`src/rtl/intr_arbiter_if.sv`:
```
// Device-side and Unibus-side signal bundle for intr_arbiter.
// master: the arbiter. slave: the device models and Unibus pin drivers.
interface intr_arbiter_if #(
   parameter int NDEV = 8
);
   logic [NDEV-1:0]   dev_intreq;
   logic [8*NDEV-1:0] dev_irvec;
   logic [2*NDEV-1:0] dev_level;
   logic              intgnt;
   logic [7:0]        igvec;
   logic              init_in_h;
   logic [3:0]        bg_in_h;
   logic              bbsy_in_h;
   logic              sack_in_h;
   logic              ssyn_in_h;
   logic [3:0]        br_out_h;
   logic [3:0]        bg_out_h;
   logic              sack_out_h;
   logic              bbsy_out_h;
   logic              intr_out_h;
   logic [15:0]       d_out_h;

   modport master (
      input  dev_intreq, dev_irvec, dev_level,
      input  init_in_h, bg_in_h, bbsy_in_h, sack_in_h, ssyn_in_h,
      output intgnt, igvec,
      output br_out_h, bg_out_h, sack_out_h, bbsy_out_h, intr_out_h, d_out_h
   );

   modport slave (
      output dev_intreq, dev_irvec, dev_level,
      output init_in_h, bg_in_h, bbsy_in_h, sack_in_h, ssyn_in_h,
      input  intgnt, igvec,
      input  br_out_h, bg_out_h, sack_out_h, bbsy_out_h, intr_out_h, d_out_h
   );
endinterface

```
`src/rtl/intr_arbiter.sv`:
```
// Unibus interrupt sequencer for the internal PDP-11 device models.
// Raises BR for the highest pending level, runs the BG/SACK/BBSY/INTR/SSYN
// handshake and broadcasts a one-cycle intgnt/igvec to the devices.
// Optional build macro INTR_ARB_STATS_EN adds grant/timeout counters on the
// status read page selected by armwdata[0].
// Status word bit 27 (top bit of the state field) is the sticky timeout flag;
// the FSM itself only needs three state bits.
module intr_arbiter #(
   parameter int NDEV    = 8,
   parameter int TIMEOUT = 1000,
   parameter int SETTLE  = 15
) (
   input  logic          CLOCK,
   input  logic          RESET,
   input  logic          armwrite,
   input  logic          armraddr,
   input  logic          armwaddr,
   input  logic [31:0]   armwdata,
   output logic [31:0]   armrdata,
   intr_arbiter_if.master bus
);

   typedef enum logic [2:0] {
      S_IDLE    = 3'd0,
      S_REQ     = 3'd1,
      S_WAITBUS = 3'd2,
      S_INTR    = 3'd3,
      S_DONE    = 3'd4
   } state_t;

   state_t      state_q, state_n;
   logic        enable_q;
   logic        tmo_sticky_q;
   logic [1:0]  lvl_q, lvl_n;
   logic [5:0]  win_q, win_n;
   logic [7:0]  vec_q, vec_n;
   logic [15:0] cnt_q, cnt_n;
   logic [3:0]  br_q, br_n;
   logic        sack_q, sack_n;
   logic        bbsy_q, bbsy_n;
   logic        intr_q, intr_n;
   logic        gnt_q, gnt_n;
   logic        tmo_set;

   logic [3:0]  lvl_pend;
   logic        any_req;
   logic [1:0]  live_lvl;
   logic [5:0]  pick_idx;
   logic [7:0]  pick_vec;
   logic [3:0]  bg_block;
   logic        drive_ok;
   logic        ctl_write;
   logic [31:0] status_word;

   assign ctl_write = armwrite & armwaddr;
   assign drive_ok  = enable_q & ~bus.init_in_h;

   // Collect which BR levels currently have at least one requester.
   always_comb begin
      lvl_pend = '0;
      for (int i = 0; i < NDEV; i++)
         if (bus.dev_intreq[i]) lvl_pend[bus.dev_level[2*i +: 2]] = 1'b1;
   end

   assign any_req = |lvl_pend;

   // Highest pending level wins.
   always_comb begin
      live_lvl = 2'd0;
      for (int l = 0; l < 4; l++)
         if (lvl_pend[l]) live_lvl = 2'(l);
   end

   // Lowest device index at the winning level (scan downward, last hit wins).
   always_comb begin
      pick_idx = '0;
      pick_vec = '0;
      for (int i = NDEV - 1; i >= 0; i--)
         if (bus.dev_intreq[i] && (bus.dev_level[2*i +: 2] == live_lvl)) begin
            pick_idx = 6'(i);
            pick_vec = bus.dev_irvec[8*i +: 8];
         end
   end

   // Next-state and registered-output logic; INIT or disable aborts to IDLE.
   always_comb begin
      state_n = state_q;
      lvl_n   = lvl_q;
      win_n   = win_q;
      vec_n   = vec_q;
      cnt_n   = cnt_q;
      br_n    = '0;
      sack_n  = 1'b0;
      bbsy_n  = 1'b0;
      intr_n  = 1'b0;
      gnt_n   = 1'b0;
      tmo_set = 1'b0;
      if (!drive_ok) begin
         state_n = S_IDLE;
         lvl_n   = '0;
         win_n   = '0;
         vec_n   = '0;
         cnt_n   = '0;
      end else begin
         case (state_q)
            S_IDLE: begin
               if (any_req) begin
                  br_n    = 4'b0001 << live_lvl;
                  state_n = S_REQ;
               end
            end
            S_REQ: begin
               if (!any_req) begin
                  state_n = S_IDLE;
               end else if (bus.bg_in_h[live_lvl]) begin
                  lvl_n   = live_lvl;
                  win_n   = pick_idx;
                  vec_n   = pick_vec;
                  cnt_n   = '0;
                  sack_n  = 1'b1;
                  state_n = S_WAITBUS;
               end else begin
                  br_n = 4'b0001 << live_lvl;
               end
            end
            S_WAITBUS: begin
               sack_n = 1'b1;
               if (!bus.bg_in_h[lvl_q] && !bus.bbsy_in_h && !bus.ssyn_in_h) begin
                  if (cnt_q == 16'(SETTLE - 1)) begin
                     sack_n  = 1'b0;
                     bbsy_n  = 1'b1;
                     intr_n  = 1'b1;
                     cnt_n   = '0;
                     state_n = S_INTR;
                  end else begin
                     cnt_n = cnt_q + 16'd1;
                  end
               end else begin
                  cnt_n = '0;
               end
            end
            S_INTR: begin
               if (bus.ssyn_in_h) begin
                  gnt_n   = 1'b1;
                  state_n = S_DONE;
               end else if (cnt_q == 16'(TIMEOUT - 1)) begin
                  tmo_set = 1'b1;
                  state_n = S_DONE;
               end else begin
                  cnt_n  = cnt_q + 16'd1;
                  bbsy_n = 1'b1;
                  intr_n = 1'b1;
               end
            end
            S_DONE: begin
               if (!bus.ssyn_in_h) state_n = S_IDLE;
            end
            default: state_n = S_IDLE;
         endcase
      end
   end

   // State register, latched winner, enable and sticky timeout flag.
   always_ff @(posedge CLOCK) begin
      if (RESET) begin
         state_q      <= S_IDLE;
         enable_q     <= 1'b0;
         tmo_sticky_q <= 1'b0;
         lvl_q        <= '0;
         win_q        <= '0;
         vec_q        <= '0;
         cnt_q        <= '0;
         br_q         <= '0;
         sack_q       <= 1'b0;
         bbsy_q       <= 1'b0;
         intr_q       <= 1'b0;
         gnt_q        <= 1'b0;
      end else begin
         state_q <= state_n;
         lvl_q   <= lvl_n;
         win_q   <= win_n;
         vec_q   <= vec_n;
         cnt_q   <= cnt_n;
         br_q    <= br_n;
         sack_q  <= sack_n;
         bbsy_q  <= bbsy_n;
         intr_q  <= intr_n;
         gnt_q   <= gnt_n;
         if (ctl_write) enable_q <= armwdata[31];
         if (tmo_set) tmo_sticky_q <= 1'b1;
      end
   end

   // Grant we hold (or are taking this cycle) is not passed downstream.
   always_comb begin
      bg_block = '0;
      if (drive_ok) begin
         case (state_q)
            S_REQ:             if (any_req) bg_block[live_lvl] = 1'b1;
            S_WAITBUS, S_INTR: bg_block[lvl_q] = 1'b1;
            default:           bg_block = '0;
         endcase
      end
   end

   assign bus.bg_out_h   = bus.bg_in_h & ~bg_block;
   assign bus.br_out_h   = drive_ok ? br_q : 4'b0000;
   assign bus.sack_out_h = drive_ok & sack_q;
   assign bus.bbsy_out_h = drive_ok & bbsy_q;
   assign bus.intr_out_h = drive_ok & intr_q;
   assign bus.d_out_h    = (drive_ok && intr_q) ? {8'h00, vec_q} : 16'h0000;
   assign bus.intgnt     = drive_ok & gnt_q;
   assign bus.igvec      = (drive_ok && gnt_q) ? vec_q : 8'h00;

   assign status_word = {enable_q, 3'b000, tmo_sticky_q, state_q, lvl_q, win_q,
                         8'h00, vec_q};

`ifdef INTR_ARB_STATS_EN
   logic [15:0] gcnt_q;
   logic [7:0]  tcnt_q;
   logic        unused_bits;

   // Saturating grant and timeout counters, cleared by RESET or control write bit 1.
   always_ff @(posedge CLOCK) begin
      if (RESET || (ctl_write && armwdata[1])) begin
         gcnt_q <= '0;
         tcnt_q <= '0;
      end else begin
         if (gnt_n && (gcnt_q != 16'hFFFF)) gcnt_q <= gcnt_q + 16'd1;
         if (tmo_set && (tcnt_q != 8'hFF)) tcnt_q <= tcnt_q + 8'd1;
      end
   end

   assign armrdata = !armraddr   ? 32'h4941_0003 :
                     armwdata[0] ? {tcnt_q, 8'h00, gcnt_q} : status_word;
   assign unused_bits = ^{armwdata[30:2], bus.sack_in_h};
`else
   logic unused_bits;

   assign armrdata    = armraddr ? status_word : 32'h4941_0003;
   assign unused_bits = ^{armwdata[30:0], bus.sack_in_h};
`endif

endmodule

```
`src/flat_wrapper.sv`:
```
// flat-port wrapper written by rule: the top's interface ports become plain ports
module intr_arbiter_flat 
#(
   parameter int NDEV    = 8,
   parameter int TIMEOUT = 1000,
   parameter int SETTLE  = 15
)
  (CLOCK, RESET, armwrite, armraddr, armwaddr, armwdata, armrdata, bus_dev_intreq, bus_dev_irvec, bus_dev_level, bus_init_in_h, bus_bg_in_h, bus_bbsy_in_h, bus_sack_in_h, bus_ssyn_in_h, bus_intgnt, bus_igvec, bus_br_out_h, bus_bg_out_h, bus_sack_out_h, bus_bbsy_out_h, bus_intr_out_h, bus_d_out_h);
  intr_arbiter_if #(.NDEV(NDEV)) bus_i ();
  input  logic CLOCK;
  input  logic RESET;
  input  logic armwrite;
  input  logic armraddr;
  input  logic armwaddr;
  input  logic [31:0] armwdata;
  output logic [31:0] armrdata;
  input wire logic [$bits(bus_i.dev_intreq)-1:0] bus_dev_intreq;
  input wire logic [$bits(bus_i.dev_irvec)-1:0] bus_dev_irvec;
  input wire logic [$bits(bus_i.dev_level)-1:0] bus_dev_level;
  input wire logic [$bits(bus_i.init_in_h)-1:0] bus_init_in_h;
  input wire logic [$bits(bus_i.bg_in_h)-1:0] bus_bg_in_h;
  input wire logic [$bits(bus_i.bbsy_in_h)-1:0] bus_bbsy_in_h;
  input wire logic [$bits(bus_i.sack_in_h)-1:0] bus_sack_in_h;
  input wire logic [$bits(bus_i.ssyn_in_h)-1:0] bus_ssyn_in_h;
  output wire logic [$bits(bus_i.intgnt)-1:0] bus_intgnt;
  output wire logic [$bits(bus_i.igvec)-1:0] bus_igvec;
  output wire logic [$bits(bus_i.br_out_h)-1:0] bus_br_out_h;
  output wire logic [$bits(bus_i.bg_out_h)-1:0] bus_bg_out_h;
  output wire logic [$bits(bus_i.sack_out_h)-1:0] bus_sack_out_h;
  output wire logic [$bits(bus_i.bbsy_out_h)-1:0] bus_bbsy_out_h;
  output wire logic [$bits(bus_i.intr_out_h)-1:0] bus_intr_out_h;
  output wire logic [$bits(bus_i.d_out_h)-1:0] bus_d_out_h;
  assign bus_i.dev_intreq = bus_dev_intreq;
  assign bus_i.dev_irvec = bus_dev_irvec;
  assign bus_i.dev_level = bus_dev_level;
  assign bus_i.init_in_h = bus_init_in_h;
  assign bus_i.bg_in_h = bus_bg_in_h;
  assign bus_i.bbsy_in_h = bus_bbsy_in_h;
  assign bus_i.sack_in_h = bus_sack_in_h;
  assign bus_i.ssyn_in_h = bus_ssyn_in_h;
  assign bus_intgnt = bus_i.intgnt;
  assign bus_igvec = bus_i.igvec;
  assign bus_br_out_h = bus_i.br_out_h;
  assign bus_bg_out_h = bus_i.bg_out_h;
  assign bus_sack_out_h = bus_i.sack_out_h;
  assign bus_bbsy_out_h = bus_i.bbsy_out_h;
  assign bus_intr_out_h = bus_i.intr_out_h;
  assign bus_d_out_h = bus_i.d_out_h;
  intr_arbiter #(.NDEV(NDEV), .TIMEOUT(TIMEOUT), .SETTLE(SETTLE)) u_core (.CLOCK(CLOCK), .RESET(RESET), .armwrite(armwrite), .armraddr(armraddr), .armwaddr(armwaddr), .armwdata(armwdata), .armrdata(armrdata), .bus(bus_i));
endmodule
```
`config.mk`:
```
export PLATFORM = sky130hd
export DESIGN_NAME = intr_arbiter_flat
export DESIGN_NICKNAME = d
export VERILOG_FILES = /design/src/rtl/intr_arbiter_if.sv /design/src/rtl/intr_arbiter.sv /design/src/flat_wrapper.sv
export SDC_FILE = /design/constraint.sdc
export NUM_CORES = 1
export LEC_CHECK = 0
export ABC_AREA = 1
export BUFFER_PORTS_ARGS = -buffer_cell sky130_fd_sc_hd__buf_2
export CAP_MARGIN = 20
export CORE_ASPECT_RATIO = 1.75
export CORE_MARGIN = 1.5
export CORE_UTILIZATION = 53
export CTS_BUF_LIST = sky130_fd_sc_hd__clkbuf_4
export CTS_CLUSTER_SIZE = 30
export DETAILED_ROUTE_END_ITERATION = 8
export PLACE_DENSITY = 0.9
export SLEW_MARGIN = 5
export SYNTH_ARGS = -nofsm -noshare
export SYNTH_HDL_FRONTEND = slang
export SYNTH_SLANG_ARGS = --single-unit
```
`constraint.sdc`:
```
create_clock -name CLOCK -period 6.55 [get_ports CLOCK]
set_clock_uncertainty 0.05 [all_clocks]
set_input_delay 1.31 -clock CLOCK [delete_from_list [all_inputs] [get_ports CLOCK]]
set_output_delay 1.31 -clock CLOCK [all_outputs]
set_load 0.1 [all_outputs]
```
==> impl_metrics.ini <==
[die]
initial_core_util_pct = 54.41
ioPinCount = 201
num_rows = 43
die-area_um2 = 8633
core_area_um2 = 7855
die_width_um = 70.89
floorplan.die.height_um = 121.8

[timing]
fmax_mhz = 225.7
report.final.slew_viol_count = 0
timing.setup.tns_ps = 0
final.min_clock_period_ps = 4431
rsz_0062_raised_after_global_routing = false
setup_viol = 0
layout_worst_path_cycle_share_pct = 67.64
slew_of_the_pin_with_the_lowest_slew_margin_ps = 993.4
max_slew_margin_pct = 33.53
final_hold_viol_count = 0

[placed_design]
port-buffer-count = 147
gp_routability_congestion = 0.9475
hpwlAfterDp_um = 10300

[pwr]
p_per_area_nw_per_um2 = 137.4
irDropWorstVdd_uv = 104.2
overall_power_consumption_mw = 0.6865
power.static_leakage_nw = 2.622

[global_route]
global_route.usage.total_pct = 28.90
wire_length_of_the_first_global_routing_pass_um = 20460
grt_antenna_before_repair = 1
grt_start_max_net_pins = 22
overflow = 0
via_count_of_the_first_global_routing_pass = 4784

[logic_synthesis]
number_of_synthesized_flops_with_an_enable_pin = 0
ys_seq_area_share_pct = 19.20
post_synth_top_area_share_pct = 19.20
ys_types = 49
synth_commonest_cells = nand2_1 (186), inv_1 (106), nor2_1 (105)
synth_area_um2 = 4274
synth_area_leader_cell = dfxtp_1
yosysWarnings = 0
synthCells = 743
number_of_flip_flops_and_latches_in_the_synthesized_netlist = 41
synthTopCellsByArea = dfxtp_1 (19%), nand2_1 (16%), nand3_1 (10%)
synth-async-reset-ratio_pct = 0
yosys_most_used_dff = dfxtp_1
syn_area_per_cell_um2 = 5.752
yosysMostFrequentCell = nand2_1

[routing]
dr.first_iter.drc_count = 258
drc_violation_count_after_routing = 0
detail_route.first_pass.iterations = 5
route.antenna.remaining_nets = 0
route.detailed.wl_per_inst_um = 13.12
vias = 5131
viasPerCell = 5.279
totalWireLength_um = 12750

[clock_tree]
cts_root_buf = clkbuf_4
hold_buffers = 0
clock_tree.buffer_depth = 2
insertion_delay_ps = 360
cts_buffers = 5
numClockSinks = 41
cts.htree.levels = 2
post_cts_resized = 0
cts_tree = yes
worst_setup_hold_path_clk_slew_ps = 120
post_cts_buffers = 0

[outcome]
status = complete, no violations

[setup_path]
timing.critical_path.required_ps = 5190
max_fo_critical_path = 4
critical_path.endpoint_type = output pin
worst-endpoint-arrival_ps = 3070
timing_worst_setup_path_type = primary input to output pin
cp-start-kind = primary input

[finish]
num-fill-cells = 771
num-nets-final = 1015
drive_gt1_share_pct = 25.09
layout-area-overhead-vs-synth_pct = 16.86

[worst_hold_path]
hold_path_class = flop to flop

[flow_run]
drv.max_cap_violation_count = 0
worst max-delay path, stage by stage:
cell	delay [ps]
buf_2	120
inv_1	150
nor3_1	70
nor4_1	390
nand4_1	200
nand3_1	150
o32ai_1	80
a21oi_1	140
buf_2	440
routing by layer:
layer	vias to the layer above	track usage (%)	wire (um)
met2	231	56.78	6888
met1	2274	27.84	4436
met5	-	0	0
li1	2577	-	-
met4	0	15.80	543
met3	49	4.218	882
cell families (layout without fill, tap and decap cells):
logic type / after synthesis / count (layout) / synth area share (%)
xor gates and xnor gates: 10 / 10 / 2.927
AOI/OAI and AO/OA: 92 / 92 / 13.82
other: 1 / 22 / 0.08774
buffers and inverters: 160 / 278 / 16.95
adders and majority gates: 2 / 2 / 0.5854
DFF: 41 / 41 / 19.20
and+or+nand+nor: 437 / 437 / 46.43
flip-flops by register name, summed over array words and instances (netlist names):
register             count
u_core.cnt_q            16
u_core.vec_q             8
u_core.br_q              4
u_core.state_q           3
u_core.win_q             3
u_core.lvl_q             2
u_core.bbsy_q            1
u_core.enable_q          1
u_core.gnt_q             1
u_core.sack_q            1
u_core.tmo_sticky_q      1
metrics by stage:
stage / utilization (%) / area [um2] / instances / setup WS (ps) / hold WS (ps)
2_1_floorplan: - / 4349 / 763 / 1162 / 379.3
3_3_place_gp: 62.85 / 4937 / 963 / 2119 / 395.4
3_5_place_dp: 62.85 / 4937 / 963 / 1984 / 400.3
4_1_cts: 63.56 / 4992 / 971 / 2126 / 419.0
5_1_grt: 63.59 / 4995 / 972 / 1946 / 441.9
6_report: 63.59 / 4995 / 972 / 2119 / 418.3
area by class of cell:
cell class / instances / area, um2 / share of cell area, %
Clock inverter: 3 / 17.52 / 0.3507
Clock buffer: 5 / 37.54 / 0.7515
Timing Repair Buffer: 147 / 735.7 / 14.73
Sequential cell: 41 / 820.8 / 16.43
Antenna cell: 1 / 2.502 / 0.05010
Tap cell: 90 / 112.6 / 2.255
Multi-Input combinational cell: 562 / 2804 / 56.14
Inverter: 123 / 464.2 / 9.294
path summary, 6_finish.rpt:
| check | depth (start not counted) | slack, ps | endpoint | start |
|---|---|---|---|---|
| worst max-delay path | 9 | 2120 | bus_bg_out_h[0] | bus_dev_intreq[6] |
| worst min-delay path | 2 | 420 | u_core.tmo_sticky_q | u_core.tmo_sticky_q |
| worst max register to register | 8 | 2980 | u_core.br_q[2] | u_core.enable_q |
| worst min register to register | 2 | 420 | u_core.tmo_sticky_q | u_core.tmo_sticky_q |
where the power goes:
group	internal, mW	switching, mW
Clock	0.0406	0.0902
Combinational	0.0789	0.226
Sequential	0.250	0.000759
Total	0.370	0.317
placed cells by master (no fill, tap or decap), types with 2 or more instances in the layout:
cell type / Yosys / layout
or2_2: 2 / 2
nand4_1: 7 / 7
nor2_4: 5 / 5
inv_2: 15 / 15
nand3_1: 85 / 85
nor3_1: 15 / 15
nor2_1: 105 / 105
conb_1: 1 / 21
nand2_4: 4 / 4
a2111oi_0: 5 / 5
nor2_2: 3 / 3
o32ai_1: 4 / 4
a21oi_1: 22 / 22
o21ai_0: 26 / 26
inv_1: 106 / 106
nor4_1: 2 / 2
a31oi_1: 2 / 2
nand2_2: 15 / 15
xor2_4: 2 / 2
nand3_2: 2 / 2
a211oi_1: 4 / 4
nand2_1: 186 / 186
o211ai_1: 2 / 2
a21oi_2: 10 / 10
o21ai_1: 9 / 9
buf_2: 4 / 147
clkinv_2: 0 / 2
ha_1: 2 / 2
dfxtp_1: 41 / 41
xor2_1: 8 / 8
clkbuf_4: 0 / 5
(Power assumes the default switching activity.)
